[src/rtl/alu_mul_pkg.sv]
// ---------------------------------------------------------------------------
// alu_mul_pkg
//   Shared definitions for the iterative multiplier: default operand width,
//   RV32M multiply op codes, FSM state encoding and operand-signedness helpers.
// ---------------------------------------------------------------------------
package alu_mul_pkg;

  localparam int MUL_XLEN = 32;

  typedef enum logic [1:0] {
    MUL_OP_MUL    = 2'b00,  // low half, sign-agnostic
    MUL_OP_MULH   = 2'b01,  // high half, signed x signed
    MUL_OP_MULHSU = 2'b10,  // high half, signed x unsigned
    MUL_OP_MULHU  = 2'b11   // high half, unsigned x unsigned
  } mul_op_e;

  typedef enum logic [1:0] {
    ST_IDLE = 2'b00,
    ST_CALC = 2'b01,
    ST_FIX  = 2'b10,
    ST_DONE = 2'b11
  } mul_state_e;

  // The low half of a product is the same whatever the signedness, so MUL
  // is treated as unsigned to keep the magnitude path trivial.
  function automatic logic op_a_signed(input mul_op_e op);
    return (op == MUL_OP_MULH) || (op == MUL_OP_MULHSU);
  endfunction

  function automatic logic op_b_signed(input mul_op_e op);
    return (op == MUL_OP_MULH);
  endfunction

endpackage

[src/rtl/alu_mul_fix.sv]
// ---------------------------------------------------------------------------
// alu_mul_fix
//   Combinational sign fix-up for the multiplier: conditionally negates the
//   2*XLEN magnitude product and selects the half requested by the op.
// Ports
//   i_prod    in  2*XLEN  unsigned magnitude product
//   i_neg     in  1       apply two's-complement negation
//   i_op      in  2       op code (MUL selects low half, others high half)
//   o_result  out XLEN    selected half of the signed product
// ---------------------------------------------------------------------------
module alu_mul_fix
  import alu_mul_pkg::*;
#(
  parameter int XLEN = MUL_XLEN
) (
  input  logic [2*XLEN-1:0] i_prod,
  input  logic              i_neg,
  input  mul_op_e           i_op,
  output logic [XLEN-1:0]   o_result
);

  logic [2*XLEN-1:0] w_p;

  always_comb begin
    // NOTE: every variable assigned here gets a value on every path, so no
    // latch can be inferred; keep it that way when editing.
    w_p      = i_neg ? -i_prod : i_prod;
    o_result = (i_op == MUL_OP_MUL) ? w_p[XLEN-1:0] : w_p[2*XLEN-1:XLEN];
  end

endmodule

[src/rtl/alu_mul.sv]
// ---------------------------------------------------------------------------
// alu_mul
//   Iterative radix-2 shift-add multiplier for RV32M MUL/MULH/MULHSU/MULHU.
//   Operands are reduced to unsigned magnitudes at launch, one multiplier bit
//   is consumed per clock, and the sign is applied once in the FIX state.
//   Flow: IDLE -> CALC (XLEN cycles) -> FIX -> DONE (IDLE with READY=1).
// Ports
//   clk     in  1     rising-edge clock
//   rst     in  1     synchronous active-high reset
//   start   in  1     launch request, honoured only in IDLE/DONE
//   op      in  2     00 MUL, 01 MULH, 10 MULHSU, 11 MULHU
//   src_A   in  XLEN  multiplicand
//   src_B   in  XLEN  multiplier
//   result  out XLEN  selected product half, held until the next FIX
//   busy    out 1     operation in flight
//   READY   out 1     result valid and nothing in flight
// Configuration
//   ALU_MUL_EARLY_OUT_EN: when defined, CALC exits to FIX as soon as the
//   remaining multiplier is zero. Results are identical either way.
// ---------------------------------------------------------------------------
module alu_mul
  import alu_mul_pkg::*;
#(
  parameter int XLEN = MUL_XLEN
) (
  input  logic            clk,
  input  logic            rst,
  input  logic            start,
  input  logic [1:0]      op,
  input  logic [XLEN-1:0] src_A,
  input  logic [XLEN-1:0] src_B,
  output logic [XLEN-1:0] result,
  output logic            busy,
  output logic            READY
);

  localparam int CNT_W = $clog2(XLEN) + 1;

  mul_state_e          r_state;
  mul_op_e             r_op;
  logic [XLEN-1:0]     r_mcand;
  logic [XLEN-1:0]     r_mplier;
  logic [2*XLEN-1:0]   r_prod;
  logic [CNT_W-1:0]    r_count;
  logic                r_neg;

  mul_op_e             w_op_in;
  logic                w_sgn_a;
  logic                w_sgn_b;
  logic [XLEN-1:0]     w_mag_a;
  logic [XLEN-1:0]     w_mag_b;
  logic [2*XLEN-1:0]   w_partial;
  logic                w_early_out;
  logic [XLEN-1:0]     w_fix_result;

  // Launch-time operand conditioning. Negating the most negative value
  // wraps to itself, which is exactly its unsigned magnitude.
  assign w_op_in = mul_op_e'(op);
  assign w_sgn_a = src_A[XLEN-1] & op_a_signed(w_op_in);
  assign w_sgn_b = src_B[XLEN-1] & op_b_signed(w_op_in);
  assign w_mag_a = w_sgn_a ? -src_A : src_A;
  assign w_mag_b = w_sgn_b ? -src_B : src_B;

  assign w_partial = {{XLEN{1'b0}}, r_mcand} << r_count;

`ifdef ALU_MUL_EARLY_OUT_EN
  // Once all multiplier bits are consumed the product cannot change.
  assign w_early_out = (r_mplier == '0);
`else
  assign w_early_out = 1'b0;
`endif

  alu_mul_fix #(.XLEN(XLEN)) u_fix (
    .i_prod   (r_prod),
    .i_neg    (r_neg),
    .i_op     (r_op),
    .o_result (w_fix_result)
  );

  // NOTE: sequential state uses non-blocking assignments only, so every
  // right-hand side sees the pre-edge value regardless of statement order.
  always_ff @(posedge clk) begin
    if (rst) begin
      r_state  <= ST_IDLE;
      r_op     <= MUL_OP_MUL;
      r_mcand  <= '0;
      r_mplier <= '0;
      r_prod   <= '0;
      r_count  <= '0;
      r_neg    <= 1'b0;
      result   <= '0;
      busy     <= 1'b0;
      READY    <= 1'b0;
    end else begin
      case (r_state)
        ST_IDLE, ST_DONE: begin
          if (start) begin
            r_op     <= w_op_in;
            r_mcand  <= w_mag_a;
            r_mplier <= w_mag_b;
            r_neg    <= w_sgn_a ^ w_sgn_b;
            r_prod   <= '0;
            r_count  <= '0;
            READY    <= 1'b0;
            busy     <= 1'b1;
            r_state  <= ST_CALC;
          end
        end

        ST_CALC: begin
          if (w_early_out) begin
            r_state <= ST_FIX;
          end else begin
            if (r_mplier[0]) r_prod <= r_prod + w_partial;
            r_mplier <= r_mplier >> 1;
            r_count  <= r_count + CNT_W'(1);
            if (r_count == CNT_W'(XLEN - 1)) r_state <= ST_FIX;
          end
        end

        ST_FIX: begin
          result  <= w_fix_result;
          READY   <= 1'b1;
          busy    <= 1'b0;
          r_state <= ST_DONE;
        end

        default: r_state <= ST_IDLE;
      endcase
    end
  end

endmodule
[config.mk]
export PLATFORM = sky130hd
export DESIGN_NAME = alu_mul
export DESIGN_NICKNAME = d
export VERILOG_FILES = /design/src/rtl/alu_mul_pkg.sv /design/src/rtl/alu_mul_fix.sv /design/src/rtl/alu_mul.sv
export SDC_FILE = /design/constraint.sdc
export NUM_CORES = 1
export LEC_CHECK = 0
export CAP_MARGIN = 0
export CORE_MARGIN = 10
export CORE_UTILIZATION = 66
export DETAILED_ROUTE_END_ITERATION = 7
export GPL_TIMING_DRIVEN = 0
export PLACE_DENSITY = 0.93
export SYNTH_ARGS = -nofsm -noshare
export SYNTH_HDL_FRONTEND = slang
export SYNTH_SLANG_ARGS = --single-unit
export TNS_END_PERCENT = 30
[constraint.sdc]
create_clock -name clk -period 16.6 [get_ports clk]
set_clock_uncertainty 0.15 [all_clocks]
set_input_delay 3.32 -clock clk [delete_from_list [all_inputs] [get_ports clk]]
set_output_delay 3.32 -clock clk [all_outputs]
set_load 0.02 [all_outputs]
=== After elaboration in Yosys (flattened, before gate mapping) ===
Index checks and enable logic that the tools add are counted.

* Add/subtract/negate cells: 5
* Multiply operators: 0
* Divide/modulo/power cells: 0
* $lt $le $gt $ge: 0
* Eq/ne operators: 9
* Shift operators: 1
* Mux-type cells: 18
* Bitwise logic cells: 3
* Reductions and logical operators: 11

{| class="wikitable"
|+ Operator list
! operator !! number
|-
| 64-bit two-way mux || 3
|-
| 32-bit two-way mux || 4
|-
| 64-bit case mux with 2 select lines || 1
|-
| 64-bit adder || 1
|-
| 32-bit negation || 2
|-
| 64-bit negation || 1
|-
| 32-bit case mux with 2 select lines || 1
|-
| 32-bit by 6-bit << shifter with 64-bit output || 1
|-
| 6-bit case mux with 2 select lines || 1
|-
| 2-bit AND reduction || 4
|-
| 6-bit by 1-bit adder with 6-bit output, second input constant || 1
|-
| 2-bit equality test, second input constant || 3
|-
| 6-bit by 5-bit equality test with 1-bit output, second input constant || 1
|-
| 6-bit two-way mux || 1
|-
| 2-bit != test, second input constant || 3
|-
| 2-bit case mux with 3 select lines || 1
|-
| 2-bit by 1-bit equality test with 1-bit output, second input constant || 2
|-
| 2-bit zero test || 2
|-
| 2-bit two-way mux || 2
|-
| 1-bit case mux with 2 select lines || 2
|-
| 2-bit nonzero test || 2
|-
| 3-bit AND reduction || 1
|-
| 1-bit bitwise AND || 2
|-
| 1-bit two-way mux || 2
|-
| 3 further kinds || 3
|}

* Bits in registers: 173
* Bits in latches: 0
* RAM bits: 0
* Memory bits (read-only): 0
* Input port bits: 69
* Output and inout bits: 34
* Memories kept: 0

=== Logic depth before layout (Yosys ltp) ===
Gate-level depths: netlist of run 1.

* Depth after elaboration: 5
* Mapped depth: 25
* Depth with buffers taken out: 21

=== By module ===
A second synthesis of run 1 with hierarchy kept.

* Cell total of the unflattened synthesis: 2120
* Area total of the unflattened synthesis: 15372.2 µm²

{| class="wikitable"
|+ Modules (own cells, without submodules)
! module !! times used !! cells each !! area each (µm²) !! seq. area each (µm²)
|-
| alu_mul || 1 || 1829 || 13456.7 || 3463.3
|-
| alu_mul_fix || 1 || 291 || 1915.6 || 0.0
|}

=== Worst setup path after synthesis of run 1 ===
Ideal clock, no wire load.

* Kind: input to register
* Start: in src_B[8]
* End: reg r_mplier[27]
* Library setup time: 0.132 ns
* Data arrival time: 5.766 ns
* Required time: 16.318 ns
* Path slack: 10.552 ns
* Stages: 10
* Cells stage by stage: or4_1 nor4_1 nand3_1 or4_1 or2_2 o21ai_0 xor2_1 o21ai_0 nand2_1 a21oi_1

* Word-level cells in the longest chain between the ends: 4

{| class="wikitable"
|+ RTL lines
! item !! RTL line !! RTL
|-
| start, declared || alu_mul.sv:31 || <nowiki>input logic [XLEN-1:0] src_B,</nowiki>
|-
| 32-bit negation || alu_mul.sv:62 || <nowiki>assign w_mag_b = w_sgn_b ? -src_B : src_B;</nowiki>
|-
| 32-bit two-way mux || alu_mul.sv:62 ||
|-
| 32-bit two-way mux || alu_mul.sv:97 || <nowiki>if (start) begin</nowiki>
|-
| 32-bit case mux with 2 select lines || alu_mul.sv:95 || <nowiki>case (r_state)</nowiki>
|-
| end signal, assigned || alu_mul.sv:100 || <nowiki>r_mplier <= w_mag_b;</nowiki>
|-
| end signal, assigned || alu_mul.sv:115 || <nowiki>r_mplier <= r_mplier >> 1;</nowiki>
|-
| end, declared || alu_mul.sv:42 || <nowiki>logic [XLEN-1:0] r_mplier;</nowiki>
|}

Every way passes these cells. The select of a mux whose other input is x is not followed.
A chain may end at the register's enable or synchronous reset.

=== Worst setup path after layout of run 1 ===
* Start: reg r_count[1]
* End: reg r_prod[47]

* Word-level cells in the longest chain between the ends: 4

{| class="wikitable"
|+ RTL lines
! item !! RTL line !! RTL
|-
| start, declared || alu_mul.sv:44 || <nowiki>logic [CNT_W-1:0] r_count;</nowiki>
|-
| start signal, assigned || alu_mul.sv:116 || <nowiki>r_count <= r_count + CNT_W'(1);</nowiki>
|-
| 32-bit by 6-bit << shifter with 64-bit output || alu_mul.sv:64 || <nowiki>assign w_partial = {{XLEN{1'b0}}, r_mcand} << r_count;</nowiki>
|-
| 64-bit adder || alu_mul.sv:114 || <nowiki>if (r_mplier[0]) r_prod <= r_prod + w_partial;</nowiki>
|-
| 64-bit two-way mux || alu_mul.sv:114 ||
|-
| 64-bit case mux with 2 select lines || alu_mul.sv:95 ||
|-
| end signal, assigned || alu_mul.sv:114 ||
|-
| end, declared || alu_mul.sv:43 || <nowiki>logic [2*XLEN-1:0] r_prod;</nowiki>
|}

Every way passes these cells. The select of a mux whose other input is x is not followed.

==> results of run 1 <==
==> placed cells by master (no fill, tap or decap), types with 25 or more instances in the layout <==
master	instances
a211oi_1	40
a21o_1	38
a21oi_1	174
a22o_1	38
a22oi_1	30
and2_1	27
clkbuf_1	132
clkdlybuf4s50_1	102
dfxtp_1	173
ha_1	71
inv_1	42
mux2i_1	71
nand2_1	294
nand3_1	41
nand4_1	27
nor2_1	246
nor3_1	41
o21ai_0	165
o22ai_1	25
or3_1	26
xnor2_1	68
xor2_1	59
==> power by group <==
| group | switching [mW] | total (mW) | leakage, nW | internal (mW) |
|---|---|---|---|---|
| Sequential | 0.0631 | 0.550 | 1.41 | 0.487 |
| Clock | 0.226 | 0.436 | 0.304 | 0.210 |
| Combinational | 0.868 | 1.27 | 5.21 | 0.406 |
==> per-layer routing <==
layer  global-route usage (%)  vias up  wire (um)
met5                    0.332        -          0
met4                     25.8        0       4910
met3                     7.19      344       6850
met2                     61.2     1376      26600
met1                     46.1     8397      22700
li1                         -     8204          -
==> cells in the mapped netlist (11+ instances only) <==
library cell / n
a211oi_1: 40
a21oi_1: 174
o211ai_1: 14
o31ai_1: 24
mux2i_1: 71
buf_1: 14
a22oi_1: 30
o21bai_1: 11
xnor2_1: 68
inv_1: 42
or2_2: 19
dfxtp_1: 173
nor2_1: 246
o21ai_0: 165
o22ai_1: 25
o41ai_1: 11
nand2b_1: 15
or4_1: 18
and3_1: 13
or3_1: 26
ha_1: 71
and2_1: 27
nor4_1: 21
a31oi_1: 23
xor2_1: 59
nand3_1: 41
nand4_1: 27
mux2_2: 22
clkbuf_1: 132
nand2_1: 294
a21o_1: 38
a22o_1: 38
nor3_1: 41
==> worst max-delay path by stage <==
| stage | start | to | slack, ns |
|---|---|---|---|
| 2_1_floorplan | src_B[8] | r_mplier[27] | 10.55 |
| 3_3_place_gp | r_count[1] | r_prod[47] | 9.03 |
| 3_5_place_dp | r_count[1] | r_prod[47] | 8.88 |
| 4_1_cts | r_count[1] | r_prod[47] | 8.93 |
| 5_1_grt | r_count[1] | r_prod[47] | 8.39 |
| 6_report | r_count[1] | r_prod[47] | 8.56 |
==> flip-flops by register name (all words and copies together), names as in the netlist <==
signal	cells
READY	1
busy	1
r_count	6
r_mcand	32
r_mplier	32
r_neg	1
r_op	2
r_prod	64
r_state	2
result	32
==> cell families (layout without fill, tap and decap cells) <==
logic type | Yosys count | count (layout)
AOI/OAI and AO/OA | 683 | 683
DFF | 173 | 173
adders and majority gates | 72 | 72
muxes | 100 | 100
and+or+nand+nor | 826 | 826
xor gates and xnor gates | 127 | 127
buffers and inverters | 196 | 330
==> critical path, delay by kind of cell, from the launching register on <==
kind	cells	cell delay (ns)
AO/OA/AOI/OAI	7	3.24
XOR/XNOR	1	0.16
adder cells (fa/ha/maj)	1	0.26
buffers and inverters	5	2.09
flip-flops	1	0.34
multiplexers	3	0.82
AND/OR/NAND/NOR	4	0.89
==> cell type report <==
class / instances / share of cell area, %
clock inverters: 15 / 1.21
clock buffers: 17 / 2.41
plain buffers: 154 / 3.43
well taps: 319 / 2.26
repair buffers: 102 / 5.78
inverters: 42 / 0.892
multi-input cells: 1808 / 64.4
flip-flops and latches: 173 / 19.6
==> flow_summary.json, run 1 <==
{
  "status": "finished with violations",
  "violations": "DRC, capacitance limit",
  "required_ns": 16.81,
  "die_w_um": 174,
  "drc": 1,
  "final_antenna_net_count": 0,
  "cp-start-kind": "register",
  "synthXorXnorAreaFrac_pct": 7.13,
  "path_class": "register to register",
  "synthFlopType": "dfxtp_1",
  "start_util_pct": 66.7,
  "antenna_cells": 0,
  "fillCellCount": 1815,
  "max-cap-violations": 1,
  "hp-class": "register to register",
  "synth_top_family_by_area": "compound AO/OA/AOI/OAI gates",
  "synth_compound_area_share_pct": 28.1,
  "yosys.area_share.simple_pct": 24.7,
  "cts.sinks": 173,
  "reg2reg_from": "r_count[1]",
  "drtIter0Drc": 2928,
  "synthAdderAreaFrac_pct": 5.82,
  "r2r_slack_ns": 8.56,
  "routed_via_density": 6.97,
  "grt_pass1_wl_um": 94400,
  "synth-edff-count": 0,
  "core_um2": 23400,
  "h-tree-depth": 4,
  "dp_cells": 2598,
  "synth.area.top_cells": "dfxtp_1, nand2_1, nor2_1, ha_1, a21oi_1",
  "cts_setup_buffers": 0,
  "cp_slowest_cell": "a2111oi_0",
  "syn-cell-area_um2": 15600,
  "hold_depth": 2,
  "die_h_um": 174,
  "whs_ns": 0.307,
  "path_clk_slew_ns": 0.09,
  "fin_ws_ns": 8.56,
  "rr_worst_depth": 21,
  "syn_nets": 2318,
  "dieArea_um2": 30200,
  "wirelength_um": 61100,
  "dr_total_vias": 18300,
  "path_cells": "clkbuf_1 -> buf_2 -> clkbuf_1 -> clkbuf_1 -> mux2i_1 -> a21oi_1 -> mux2i_1 -> nor2_1 -> a21oi_1 -> mux2i_1 -> and2_1 -> ha_1 -> clkbuf_1 -> nand4_1 -> or2_2 -> a2111oi_0 -> o21ai_0 -> o41ai_1 -> a31oi_1 -> xnor2_1 -> a22o_1",
  "ff_latch_area_um2": 3460,
  "p_per_area_nw_per_um2": 128,
  "peakVddDrop_mv": 0.0928,
  "cts_tree": "done",
  "hpwlAfterDp_um": 47000,
  "final_cells": 2630,
  "antenna_found_initial": 0,
  "cp-end-kind": "register",
  "syn_avg_cell_area_um2": 7.17,
  "rows": 56,
  "pre_cts_ws_ns": 8.88,
  "hp-start": "r_mplier[12]",
  "synth_mux_area_share_pct": 7.15,
  "ys_ff_latch": 173,
  "port_buffers": 102,
  "gp_congestion": 1.12,
  "grt_max_degree": 22,
  "hold_viol_final": 0,
  "slowest_delay_ns": 1.19,
  "nets": 2439,
  "timing.rr.end": "r_prod[47]",
  "p_total_mw": 2.26,
  "cts.path.max_buffers": 2,
  "p_leak_nw": 6.92,
  "design_area_um2": 17700,
  "worst_slew_pin_slew_ns": 1.45,
  "io_pins": 103,
  "hold_buffers": 0,
  "setup_viol": 0,
  "ys_warn_count": 0,
  "first_pass_iters": 8,
  "numCtsBuffers": 17,
  "post_drt_wl_per_cell_um": 23.2,
  "crit_path_frequent_cell": "clkbuf_1",
  "syn_inst": 2177,
  "cts_resized": 0,
  "critPathArrivalTime_ns": 8.24,
  "grt_overflow": 0,
  "area_growth_pct": 13.2,
  "grt_util_all_layers_pct": 38.3,
  "crit_fanout": 10,
  "slew_headroom_pct": 0.819,
  "fmax_mhz": 124,
  "drv_slew": 0,
  "ys_types": 78,
  "utilization_pct": 75.5,
  "layout_min_cycle_time_ns": 8.04,
  "ys_async_sr_fraction_pct": 0,
  "multiInputGateArea_um2": 11400,
  "synth_top_area_share_pct": 22.2,
  "setup_tns_ns": 0,
  "fin_crit_sh_pct": 48.4,
  "synth_area_leader_cell": "dfxtp_1",
  "yosysSeqAreaShare_pct": 22.2,
  "grt_setup_unrepaired": "no",
  "grt_pass1_vias": 17200,
  "post_dp_cell_area_um2": 17000,
  "clk_latency_ns": 0.46,
  "hold-path-endpoint": "r_mplier[12]",
  "layout-drive-gt1-share_pct": 4.50,
  "cts-root-buf": "clkbuf_16"
}
No activity file was read; power rests on OpenSTA's default activity.
==> run 2, diff against run 1 <==
--- a/config.mk
+++ b/config.mk
@@ -7,10 +7,10 @@
 export LEC_CHECK = 0
 export CAP_MARGIN = 0
 export CORE_MARGIN = 10
-export CORE_UTILIZATION = 66
+export CORE_UTILIZATION = 61
 export DETAILED_ROUTE_END_ITERATION = 7
 export GPL_TIMING_DRIVEN = 0
-export PLACE_DENSITY = 0.93
+export PLACE_DENSITY = 0.87
 export SYNTH_ARGS = -nofsm -noshare
 export SYNTH_HDL_FRONTEND = slang
 export SYNTH_SLANG_ARGS = --single-unit
==> constraint.sdc (replaced) <==
create_clock -name clk -period 7.7 [get_ports clk]
set_clock_uncertainty 0.15 [all_clocks]
set_input_delay 1.54 -clock clk [delete_from_list [all_inputs] [get_ports clk]]
set_output_delay 1.54 -clock clk [all_outputs]
set_load 0.02 [all_outputs]
==> run 2 against run 1 <==
  * The run now ends clean
  * Count of clock-buffer cells in the layout did not move
  * Cell area is essentially flat
  * Register-to-register slack worse by 8.2 ns
  * Sequential power is 110% higher
  * Clock power grew 110%
  * Die area is 7.2% higher
  * Maximum frequency grew 10%
  * Non-clock buffer count unchanged
  * Final cell count rose by 0.46%
  * Critical path depth grew 1
  * Largest power group unchanged
==> flow_summary.json, run 2 (synthesized netlist as in run 1, its figures left out) <==
{
  "status": "finished clean",
  "required_ns": 7.89,
  "p_per_area_nw_per_um2": 275,
  "nets": 2439,
  "ff_latch_area_um2": 3460,
  "hold_viol_final": 0,
  "dr_total_vias": 18100,
  "die_w_um": 180,
  "cp-end-kind": "register",
  "drtIter0Drc": 2615,
  "grt_most_used_layer": "met2",
  "peakVddDrop_mv": 0.182,
  "area_growth_pct": 13.3,
  "path_clk_slew_ns": 0.09,
  "grt_overflow": 0,
  "hp-class": "register to register",
  "drc": 0,
  "routed_via_density": 6.85,
  "final_antenna_net_count": 0,
  "dieArea_um2": 32400,
  "layout-drive-gt1-share_pct": 4.54,
  "largest_reg_flops": 64,
  "setup_viol": 0,
  "cts_tree": "done",
  "use_met3_pct": 8.01,
  "post_drt_wl_per_cell_um": 23.5,
  "multiInputGateArea_um2": 11400,
  "max-cap-violations": 0,
  "p_total_mw": 4.86,
  "start_util_pct": 62.0,
  "first_pass_iters": 8,
  "port_buffers": 102,
  "wirelength_um": 62200,
  "die_h_um": 180,
  "rows": 58,
  "clk_latency_ns": 0.46,
  "fmax_mhz": 137,
  "cts_setup_buffers": 0,
  "setup_tns_ns": 0,
  "cts.path.max_buffers": 2,
  "fin_crit_sh_pct": 94.8,
  "mostFrequentLayoutCell": "nand2_1",
  "hold_buffers": 0,
  "gr-usage-met2_pct": 57.4,
  "io_pins": 103,
  "critPathArrivalTime_ns": 7.49,
  "p_leak_nw": 6.92,
  "antenna_found_initial": 0,
  "grt_use_met1_pct": 43.3,
  "path_class": "register to register",
  "grt_setup_unrepaired": "no",
  "cts.sinks": 173,
  "slowest_delay_ns": 0.58,
  "final_cell_mix": "nand2_1, nor2_1, a21oi_1, dfxtp_1, o21ai_0",
  "grt_pass1_vias": 17000,
  "hpwlAfterDp_um": 49000,
  "core_um2": 25200,
  "cp_slowest_cell": "clkbuf_1",
  "grt_util_all_layers_pct": 36.3,
  "fillCellCount": 2115,
  "path_cells": "clkbuf_1 -> buf_2 -> clkbuf_1 -> clkbuf_1 -> mux2i_1 -> mux2i_1 -> mux2i_1 -> nor2_1 -> a21oi_1 -> mux2i_1 -> and2_1 -> ha_1 -> clkbuf_1 -> nand4_1 -> nor4_1 -> nand4_1 -> nor4_1 -> o211a_1 -> a41oi_1 -> o21ai_0 -> xor2_1 -> a22o_1",
  "grt_max_degree": 22,
  "layout_min_cycle_time_ns": 7.30,
  "cts-root-buf": "clkbuf_16",
  "worst_slew_pin_slew_ns": 1.31,
  "top_register": "r_prod",
  "cp-start-kind": "register",
  "crit_fanout": 10,
  "gp_congestion": 1.08,
  "slew_headroom_pct": 12.0,
  "drv_slew": 0,
  "h-tree-depth": 4,
  "whs_ns": 0.307,
  "numCtsBuffers": 17,
  "grt_pass1_wl_um": 95700
}
[run 2: cell type report]
cell class | instances | share of cell area, %
Buffer | 154 | 3.43
Inverter | 42 | 0.891
Tap cell | 330 | 2.33
Timing Repair Buffer | 102 | 5.77
Clock inverter | 15 | 1.18
Sequential cell | 173 | 19.6
Antenna cell | 1 | 0.0142
Multi-Input combinational cell | 1808 | 64.4
Clock buffer | 17 | 2.41
[run 2: critical path: cells and delay by family, from the launching register on]
family          cells  cell delay, ns
flops               1            0.34
xor+xnor            1            0.11
fa+ha+maj           1            0.28
buf+inv             5            2.11
mux                 4            0.92
simple gates        6            1.80
compound gates      5            1.45
[run 2: what timing repair did]
item / in CTS / in global routing
hold endpoints to repair: 0 / 0
setup endpoints to repair: 0 / 5
resized for setup: 0 / 2
[run 2: report_power, final]
| part | switching (mW) | internal, mW | leakage, nW |
|---|---|---|---|
| Sequential | 0.133 | 1.05 | 1.41 |
| Clock | 0.481 | 0.450 | 0.303 |
| Combinational | 1.87 | 0.876 | 5.21 |
[run 2: layer usage]
| layer | vias to the layer above | part of all wire [%] |
|---|---|---|
| met2 | 1268 | 44 |
| met1 | 8333 | 38 |
| met3 | 315 | 10 |
| met5 | - | 0 |
| li1 | 8187 | - |
| met4 | 0 | 7.7 |
[run 2: final timing paths]
path / cells past startpoint / start / slack [ns] / endpoint
worst min register to register: 2 / r_mplier[5] / 0.31 / r_mplier[5]
worst min-delay path: 2 / r_mplier[5] / 0.31 / r_mplier[5]
worst max register to register: 22 / r_count[1] / 0.40 / r_prod[62]
worst max-delay path: 22 / r_count[1] / 0.40 / r_prod[62]
[run 2: metrics by stage]
step	worst slack (ns)	area [um^2]	std cells	util, %
after floorplan	2.20	15600	2177	-
after global placement	0.270	17000	2609	67.7
after detailed placement	0.151	17000	2609	67.7
after CTS	0.175	17700	2641	70.2
after global routing	0.00572	17700	2641	70.2
final	0.402	17700	2642	70.2
